--- src/rtl/tft_rx_capture.sv ---
// Capture side of the TFT link: samples DE-mode RGB565, rebuilds pixel x/y,
// emits sof/eol markers and checks line/frame geometry for lock and errors.
module tft_rx_capture #(
  parameter int H_ACTIVE    = 480,
  parameter int V_ACTIVE    = 272,
  parameter bit SYNC_POL    = 1'b1,
  parameter int LOCK_FRAMES = 2
) (
  input  logic        clk_9m,
  input  logic        sys_rst,
  input  logic        hsync,
  input  logic        vsync,
  input  logic        tft_de,
  input  logic [15:0] tft_rgb,
  input  logic        err_clr,
  output logic        pix_valid,
  output logic [15:0] pix_data,
  output logic [9:0]  pix_x,
  output logic [9:0]  pix_y,
  output logic        sof,
  output logic        eol,
  output logic        locked,
  output logic        h_err,
  output logic        v_err,
  output logic [7:0]  frame_cnt
);
  localparam logic [9:0] H_ACT   = 10'(H_ACTIVE);
  localparam logic [9:0] V_ACT   = 10'(V_ACTIVE);
  localparam logic [7:0] LOCK_N  = 8'(LOCK_FRAMES);
  localparam logic [9:0] CNT_MAX = 10'h3FF;

  typedef enum logic [1:0] {WAIT_VS, WAIT_DE, ACTIVE, BLANK} state_t;

  function automatic logic [9:0] sat_inc(input logic [9:0] v);
    return (v == CNT_MAX) ? v : v + 10'd1;
  endfunction

  // Stage 1: input register plus previous-cycle copies for edge detection
  logic        hs_q, vs_q, vs_prev_q, de_q, de_prev_q;
  logic [15:0] rgb_q;

  always_ff @(posedge clk_9m) begin
    if (sys_rst) begin
      hs_q      <= 1'b0;
      vs_q      <= ~SYNC_POL;
      vs_prev_q <= ~SYNC_POL;
      de_q      <= 1'b0;
      de_prev_q <= 1'b0;
      rgb_q     <= '0;
    end else begin
      hs_q      <= hsync;
      vs_q      <= vsync;
      vs_prev_q <= vs_q;
      de_q      <= tft_de;
      de_prev_q <= de_q;
      rgb_q     <= tft_rgb;
    end
  end

  // hsync is kept for status visibility only; line boundaries come from DE
  logic unused_hs;
  assign unused_hs = hs_q;

  logic vs_edge, de_rise;
  assign vs_edge = (vs_q == SYNC_POL) && (vs_prev_q != SYNC_POL);
  assign de_rise = de_q && !de_prev_q;

  state_t      state_q, state_d;
  logic [9:0]  x_q, x_d, y_q, y_d, y_line;
  logic [7:0]  clean_q, clean_d, fcnt_q, fcnt_d;
  logic        bad_q, bad_d, locked_q, locked_d, h_err_q, v_err_q;
  logic        pix_in, line_end, frame_end, force_v, h_set, v_set, accept;

  always_comb begin
    state_d   = state_q;
    x_d       = x_q;
    y_d       = y_q;
    bad_d     = bad_q;
    clean_d   = clean_q;
    locked_d  = locked_q;
    fcnt_d    = fcnt_q;
    pix_in    = 1'b0;
    line_end  = 1'b0;
    frame_end = 1'b0;
    force_v   = 1'b0;
    h_set     = 1'b0;
    v_set     = 1'b0;
    accept    = 1'b0;
    y_line    = y_q;
    case (state_q)
      WAIT_VS: if (vs_edge) begin
        state_d = WAIT_DE;
        x_d     = '0;
        y_d     = '0;
        bad_d   = 1'b0;
      end
      WAIT_DE, BLANK: begin
        if (vs_edge) begin
          frame_end = 1'b1;
          state_d   = WAIT_DE;
        end else if (de_rise) begin
          pix_in  = 1'b1;
          state_d = ACTIVE;
        end
      end
      ACTIVE: begin
        // vsync inside a line: close the line, then the frame, as a forced error
        if (vs_edge) begin
          line_end  = 1'b1;
          frame_end = 1'b1;
          force_v   = 1'b1;
          state_d   = WAIT_DE;
        end else if (!de_q) begin
          line_end = 1'b1;
          state_d  = BLANK;
        end else begin
          pix_in = 1'b1;
        end
      end
      default: state_d = WAIT_VS;
    endcase

    if (pix_in) begin
      accept = (x_q < H_ACT) && (y_q < V_ACT);
      x_d    = sat_inc(x_q);
    end
    if (line_end) begin
      h_set  = (x_q != H_ACT);
      y_line = sat_inc(y_q);
      x_d    = '0;
      y_d    = y_line;
    end
    if (frame_end) begin
      v_set  = force_v || (y_line != V_ACT);
      fcnt_d = fcnt_q + 8'd1;
      if (bad_q || h_set || v_set) begin
        clean_d  = '0;
        locked_d = 1'b0;
      end else begin
        clean_d  = (clean_q >= LOCK_N) ? LOCK_N : clean_q + 8'd1;
        locked_d = (clean_d == LOCK_N);
      end
      x_d   = '0;
      y_d   = '0;
      bad_d = 1'b0;
    end else if (h_set) begin
      bad_d = 1'b1;
    end
  end

  always_ff @(posedge clk_9m) begin
    if (sys_rst) begin
      state_q  <= WAIT_VS;
      x_q      <= '0;
      y_q      <= '0;
      bad_q    <= 1'b0;
      clean_q  <= '0;
      locked_q <= 1'b0;
      fcnt_q   <= '0;
      h_err_q  <= 1'b0;
      v_err_q  <= 1'b0;
    end else begin
      state_q  <= state_d;
      x_q      <= x_d;
      y_q      <= y_d;
      bad_q    <= bad_d;
      clean_q  <= clean_d;
      locked_q <= locked_d;
      fcnt_q   <= fcnt_d;
      h_err_q  <= h_set | (h_err_q & ~err_clr);
      v_err_q  <= v_set | (v_err_q & ~err_clr);
    end
  end

  // Stage 2: pixel output; eol looks ahead one pixel at the raw DE input
  logic        pv_q, sof_q, eol_q;
  logic [15:0] pd_q;
  logic [9:0]  px_q, py_q;

  always_ff @(posedge clk_9m) begin
    if (sys_rst) begin
      pv_q  <= 1'b0;
      pd_q  <= '0;
      px_q  <= '0;
      py_q  <= '0;
      sof_q <= 1'b0;
      eol_q <= 1'b0;
    end else begin
      pv_q  <= accept;
      pd_q  <= rgb_q;
      px_q  <= x_q;
      py_q  <= y_q;
      sof_q <= accept && (x_q == '0) && (y_q == '0);
      eol_q <= accept && !tft_de;
    end
  end

  assign pix_valid = pv_q;
  assign pix_data  = pd_q;
  assign pix_x     = px_q;
  assign pix_y     = py_q;
  assign sof       = sof_q;
  assign eol       = eol_q;
  assign locked    = locked_q;
  assign h_err     = h_err_q;
  assign v_err     = v_err_q;
  assign frame_cnt = fcnt_q;
endmodule
--- config.mk ---
export PLATFORM = sky130hd
export DESIGN_NAME = tft_rx_capture
export DESIGN_NICKNAME = d
export VERILOG_FILES = /design/src/rtl/tft_rx_capture.sv
export SDC_FILE = /design/constraint.sdc
export NUM_CORES = 1
export LEC_CHECK = 0
export CAP_MARGIN = 20
export CORE_AREA = 2 2 86 88
export CTS_CLUSTER_SIZE = 12
export DETAILED_ROUTE_END_ITERATION = 12
export DIE_AREA = 0 0 88 90
export GPL_TIMING_DRIVEN = 0
export PLACE_DENSITY = 0.83
export REMOVE_ABC_BUFFERS = 1
export SLEW_MARGIN = 10
export SYNTH_ARGS = -nofsm -noshare
export SYNTH_HDL_FRONTEND = slang
export SYNTH_SLANG_ARGS = --single-unit
export TNS_END_PERCENT = 1
--- constraint.sdc ---
create_clock -name clk_9m -period 5.3 [get_ports clk_9m]
set_input_delay 1.325 -clock clk_9m [delete_from_list [all_inputs] [get_ports clk_9m]]
set_output_delay 1.325 -clock clk_9m [all_outputs]
set_load 0.1 [all_outputs]
==> metrics.csv, run 1 <==
metric,value,unit
reg2reg path depth,6,
main flop type after synthesis,dfxtp_1,
Mean Syn Cell Area,9.63,um^2
Tightest Pin Transition,1.00,ns
Vias per Instance,5.14,
Area growth syn-to-layout,25.8,%
H-tree levels,3,
dpl hpwl,5.02,mm
global-route wire length before repair,11.7,mm
Critical Path Fanout Max,5,
Die ar.,7920,um^2
worst vdd ir,0.000144,V
crit path launch type,flop,
Worst Skew,0.0128,ns
synthesized instance count,387,
total of max-cap violations,0,
setup repair bufs after CTS,0,
Leakage Power,1.76,nW
antenna cells,0,
worst r2r src,y_q[2]$_SDFFE_PP0P_,
Cell Pwr Density,295,nW/um^2
vias,2836,
Worst Hold Endpoint,pix_data[9]$_SDFF_PP0_,
post-layout min period,3.26,ns
Register Area,2020,um^2
#FFs+latches synth,101,
Overflow after GRT,0,
Critical Path End Type,primary output,
slowest CP cell,clkdlybuf4s50_1,
nets@finish,478,
clock tree buffer depth,2,
CTS buffer count,9,
share of cells above drive strength 1,4.86,%
root buf cell,clkbuf_8,
Total Power,0.00138,W
"slowest stage delay, CP",1.16,ns
Final Max Tran Viols,0,
unrepaired setup endpoints after global routing,no,
crit-path cells,clkdlybuf4s50_1,
Hold Buf Count CTS,0,
initial DRC count,115,
Die H,90,um
Top delay family on crit path,buffers and inverters,
final hold vios,0,
initial antenna violation count,0,
Antenna Nets Post-Route,0,
CP arrival,1.93,ns
synth cell count leaders,"dfxtp_1, nor2b_1, nor2_1",
Slew headroom,33.0,%
largest cells by area after synthesis,"dfxtp_1, nor2b_1, nor2_1",
drt pass-1 iters,4,
Max Freq,0.307,GHz
Post-synth EDFFs,0,
Row Count,31,
Starting Density,53.1,%
Die X,88,um
Worst-Skew Late Latency,0.36,ns
Yosys top cell area share,54.2,%
routability cong.,0.886,
Routed WL per cell,12.9,um
core area,7020,um^2
hold depth,1,
post-route DRC violation count,0,
Port Buffers,70,
final core utilization,66.8,%
Bufs and invs on worst path,1,
CTS resizes,0,
Worst R2R Setup Slack,3.10,ns
largest net degree at the start of global routing,46,
hold_ws,0.443,ns
GRT Overall Usage,18.3,%
Final period util,61.5,%
Finish-stage setup viols,0,
leading area contributor after synthesis,dfxtp_1,
Worst-path clk slew,0.09,ns
Fill cells,562,
Ports,72,
status,"finished, final reports clean",
Cell variety after synth,46,
area of the multi-input gates,1580,um^2
Hold Path Class,flop to flop,
vias in the first global route,2607,
Routed WL,7.11,mm
CTS tree,built,
"Warnings, synthesis",0,
setup tns final,0,ns
CTS sink count,101,
most numerous cell in the Yosys netlist,dfxtp_1,
FF-to-FF End,v_err$_SDFF_PP0_,
Syn Std Cell Area,3730,um^2
critical path type,flop to primary output,
sequential area share after synthesis,54.2,%
Worst Min Path Start,rgb_q[9]$_SDFF_PP0_,
Post-synth ARST share,0,%
CP required,3.97,ns
power by group:
part / internal [W] / switching, W
logic: 0.0000366 / 0.0000746
registers: 0.000773 / 0.00000565
clock network: 0.000245 / 0.000250
total: 0.00105 / 0.000330
cell type report:
class                   count  area share (%)
flip-flops and latches    101            43.1
clock buffers              11            3.23
inverters                  10           0.800
well taps                  99            2.64
clock inverters             4            1.20
repair buffers             71            15.3
multi-input cells         256            33.8
placed cells by master, fill, tap and decap left out, types with 4 or more instances in the layout:
| cell | instances |
|---|---|
| and3_1 | 8 |
| and2_1 | 8 |
| nand2_1 | 18 |
| a21oi_1 | 9 |
| inv_1 | 10 |
| nor4_1 | 6 |
| nand2b_1 | 6 |
| xor2_1 | 13 |
| ha_1 | 7 |
| nor3_1 | 6 |
| nor2b_1 | 51 |
| o21ai_1 | 4 |
| nand4_1 | 13 |
| nand3_1 | 6 |
| a31oi_1 | 5 |
| nor2_1 | 47 |
| xnor2_1 | 4 |
| o21ai_0 | 7 |
| dfxtp_1 | 101 |
| clkdlybuf4s50_1 | 69 |
| mux2i_1 | 4 |
| and4_1 | 5 |
| clkbuf_8 | 11 |
through the flow:
step	area (um^2)	std cells	setup WS, ns
2_1_floorplan	3640	367	2.93
3_3_place_gp	4470	536	0.470
3_5_place_dp	4480	537	2.13
4_1_cts	4690	552	2.03
5_1_grt	4690	552	2.00
6_report	4690	552	2.04
worst max path at each step:
stage	startpoint	endpoint	slack (ns)	cells after the start
final	frame_cnt[2]$_SDFFE_PP0P_	frame_cnt[2]	2.04	1
after global routing	frame_cnt[3]$_SDFFE_PP0P_	frame_cnt[3]	2.00	1
after CTS	frame_cnt[2]$_SDFFE_PP0P_	frame_cnt[2]	2.03	1
after detailed placement	sys_rst	sof$_SDFF_PP0_	2.13	5
after global placement	sys_rst	sof$_SDFF_PP0_	0.47	4
after floorplan	sys_rst	sof$_SDFF_PP0_	2.93	3
routing by layer:
metal	up-vias	share of wire, %	track usage [%]	routed length [um]
li1	1435	-	-	-
met1	1318	46	22.7	3250
met2	73	49	30.2	3470
met3	10	3.8	3.58	272
met4	0	1.7	8.85	123
met5	-	0	0	0
logic make-up after synthesis:
group	synth area share (%)
DFF	54.2
and+or+nand+nor	27.3
adders and majority gates	2.35
xor gates and xnor gates	3.99
muxes	1.07
buffers and inverters	3.26
AOI/OAI and AO/OA	7.75
flip-flops by register name, summed over array words and instances (netlist names), 2 cells and up:
signal / count
frame_cnt: 8
rgb_q: 16
state_q: 2
y_q: 10
pix_x: 10
pix_y: 10
pix_data: 16
x_q: 10
clean_q: 8
Power figures use the tool's default switching activity.
==> inputs of run 2 (changes only) <==
CORE_AREA = 2 2 89 91   (was 2 2 86 88)
DIE_AREA = 0 0 91 93   (was 0 0 88 90)
PLACE_DENSITY = 0.78   (was 0.83)
clock period = 3.33 ns   (was 5.3 ns; I/O delays follow)
==> metrics.csv, run 2 (synthesis gave the netlist of run 1 again) <==
metric,value,unit
Slew headroom,33.5,%
Overflow after GRT,0,
grt met3 use,4.19,%
CTS tree,built,
Port Buffers,70,
vias in the first global route,2578,
Final Max Tran Viols,0,
Worst Skew,0.0134,ns
Antenna Nets Post-Route,0,
"slowest stage delay, CP",1.16,ns
antenna cells,0,
CTS sink count,101,
initial antenna violation count,0,
critical path type,flop to primary output,
CTS resizes,0,
Worst-path clk slew,0.09,ns
GRT Overall Usage,17.4,%
Routed WL per cell,12.9,um
initial DRC count,141,
H-tree levels,3,
Top delay family on crit path,buffers and inverters,
Routed WL,7.16,mm
final core utilization,62.5,%
Vias per Instance,5.14,
share of cells above drive strength 1,4.85,%
Int Power,0.00172,W
Flop pwr share,55.1,%
post-route DRC violation count,0,
Max Freq,0.362,GHz
largest net degree at the start of global routing,43,
Die H,93,um
Hold Path Class,flop to flop,
placed insts,540,
Critical Path Fanout Max,5,
Comb power frac,7.9,%
CP required,2.50,ns
Net Sw Power,0.000531,W
Die ar.,8460,um^2
CP arrival,1.93,ns
drt pass-1 iters,4,
dpl ws,0.625,ns
crit-path cells,clkdlybuf4s50_1,
Leakage Power,1.76,nW
global routing usage on met1,20.9,%
worst vdd ir,0.000240,V
met2 Use GR,28.4,%
nets@finish,478,
Row Count,32,
clock tree buffer depth,2,
hold_ws,0.442,ns
Finish-stage setup viols,0,
final hold vios,0,
global-route wire length before repair,11.7,mm
total of max-cap violations,0,
Top Usage Layer GRT,met2,
Cell Pwr Density,478,nW/um^2
Switching Fraction,23.6,%
"commonest non-fill, non-tap cells in the layout","dfxtp_1, clkdlybuf4s50_1, nor2b_1, nor2_1, nand2_1",
crit path launch type,flop,
Critical Path End Type,primary output,
slowest CP cell,clkdlybuf4s50_1,
core area,7530,um^2
dpl hpwl,5.01,mm
clock network fraction of total power,37.0,%
Tightest Pin Transition,0.994,ns
Starting Density,49.5,%
status,"finished, final reports clean",
Area growth syn-to-layout,26.3,%
Worst-Skew Late Latency,0.36,ns
root buf cell,clkbuf_8,
Die X,91,um
vias,2860,
Ports,72,
CTS buffer count,9,
Setup WS post-layout,0.564,ns
Hold Buf Count CTS,0,
Post-Layout Cell Count,556,
Final period util,83.1,%
Bufs and invs on worst path,1,
routability cong.,0.866,
setup repair bufs after CTS,0,
unrepaired setup endpoints after global routing,no,
"commonest non-fill, non-tap cell in the layout",dfxtp_1,
post-layout min period,2.77,ns
Total Power,0.00225,W
## run 2: cell count changes in the layout (fill, tap and decap cells not counted), sizes merged
| cell | change |
|---|---|
| bufinv | +1 |
| clkbuf | -1 |
| clkinv | -1 |
| clkinvlp | +1 |
| inv | +1 |
## run 2: worst paths after layout
kind,from,endpoint,slack [ns],depth (start not counted)
max,frame_cnt[3]$_SDFFE_PP0P_,frame_cnt[3],0.56,1
min,rgb_q[1]$_SDFF_PP0_,pix_data[1]$_SDFF_PP0_,0.44,1
min reg2reg,rgb_q[1]$_SDFF_PP0_,pix_data[1]$_SDFF_PP0_,0.44,1
max reg2reg,y_q[1]$_SDFFE_PP0P_,v_err$_SDFF_PP0_,1.02,7
## run 2: area by class of cell
cell class,instances,area (um^2)
fillers,659,2820
inverters,10,37.5
multi-input cells,256,1580
clock inverters,6,93.8
flip-flops and latches,101,2020
well taps,102,128
repair buffers,71,716
clock buffers,10,128
## run 2: power by group through the flow
stage	Clock, W	Sequential, W	Combinational, W
2_1_floorplan	0	0.00134	0.0000412
6_report	0.000832	0.00124	0.000178
3_5_place_dp	0	0.00127	0.000179
3_3_place_gp	0	0.00127	0.000175
4_1_cts	0.000855	0.00124	0.000179
5_1_grt	0.000905	0.00124	0.000189
## run 2: per-stage QoR
stage / setup TNS [ns] / area [um^2]
after floorplan: 0 / 3640
final: 0 / 4710
after global routing: 0 / 4710
after detailed placement: 0 / 4490
after global placement: -17.77 / 4470
after CTS: 0 / 4710
## run 2: layer usage
| metal | vias up | routed length (um) |
|---|---|---|
| li1 | 1439 | - |
| met2 | 89 | 3390 |
| met3 | 9 | 391 |
| met4 | 0 | 156 |
| met1 | 1323 | 3220 |
| met5 | - | 0 |
==> inputs of run 3 (changes only) <==
clock period = 2.67 ns   (was 3.33 ns; I/O delays follow)
==> results of run 3 <==
The final DEF is identical to that of run 2. Status: finished, final reports clean.
Main changes from that run: setup slack after placement 0.625 ns -> 0.130 ns; setup slack after layout 0.564 ns -> 0.0688 ns; register-to-register setup slack 1.02 ns -> 0.36 ns; total power 0.00225 W -> 0.00281 W; worst IR drop on VDD 0.000240 V -> 0.000299 V
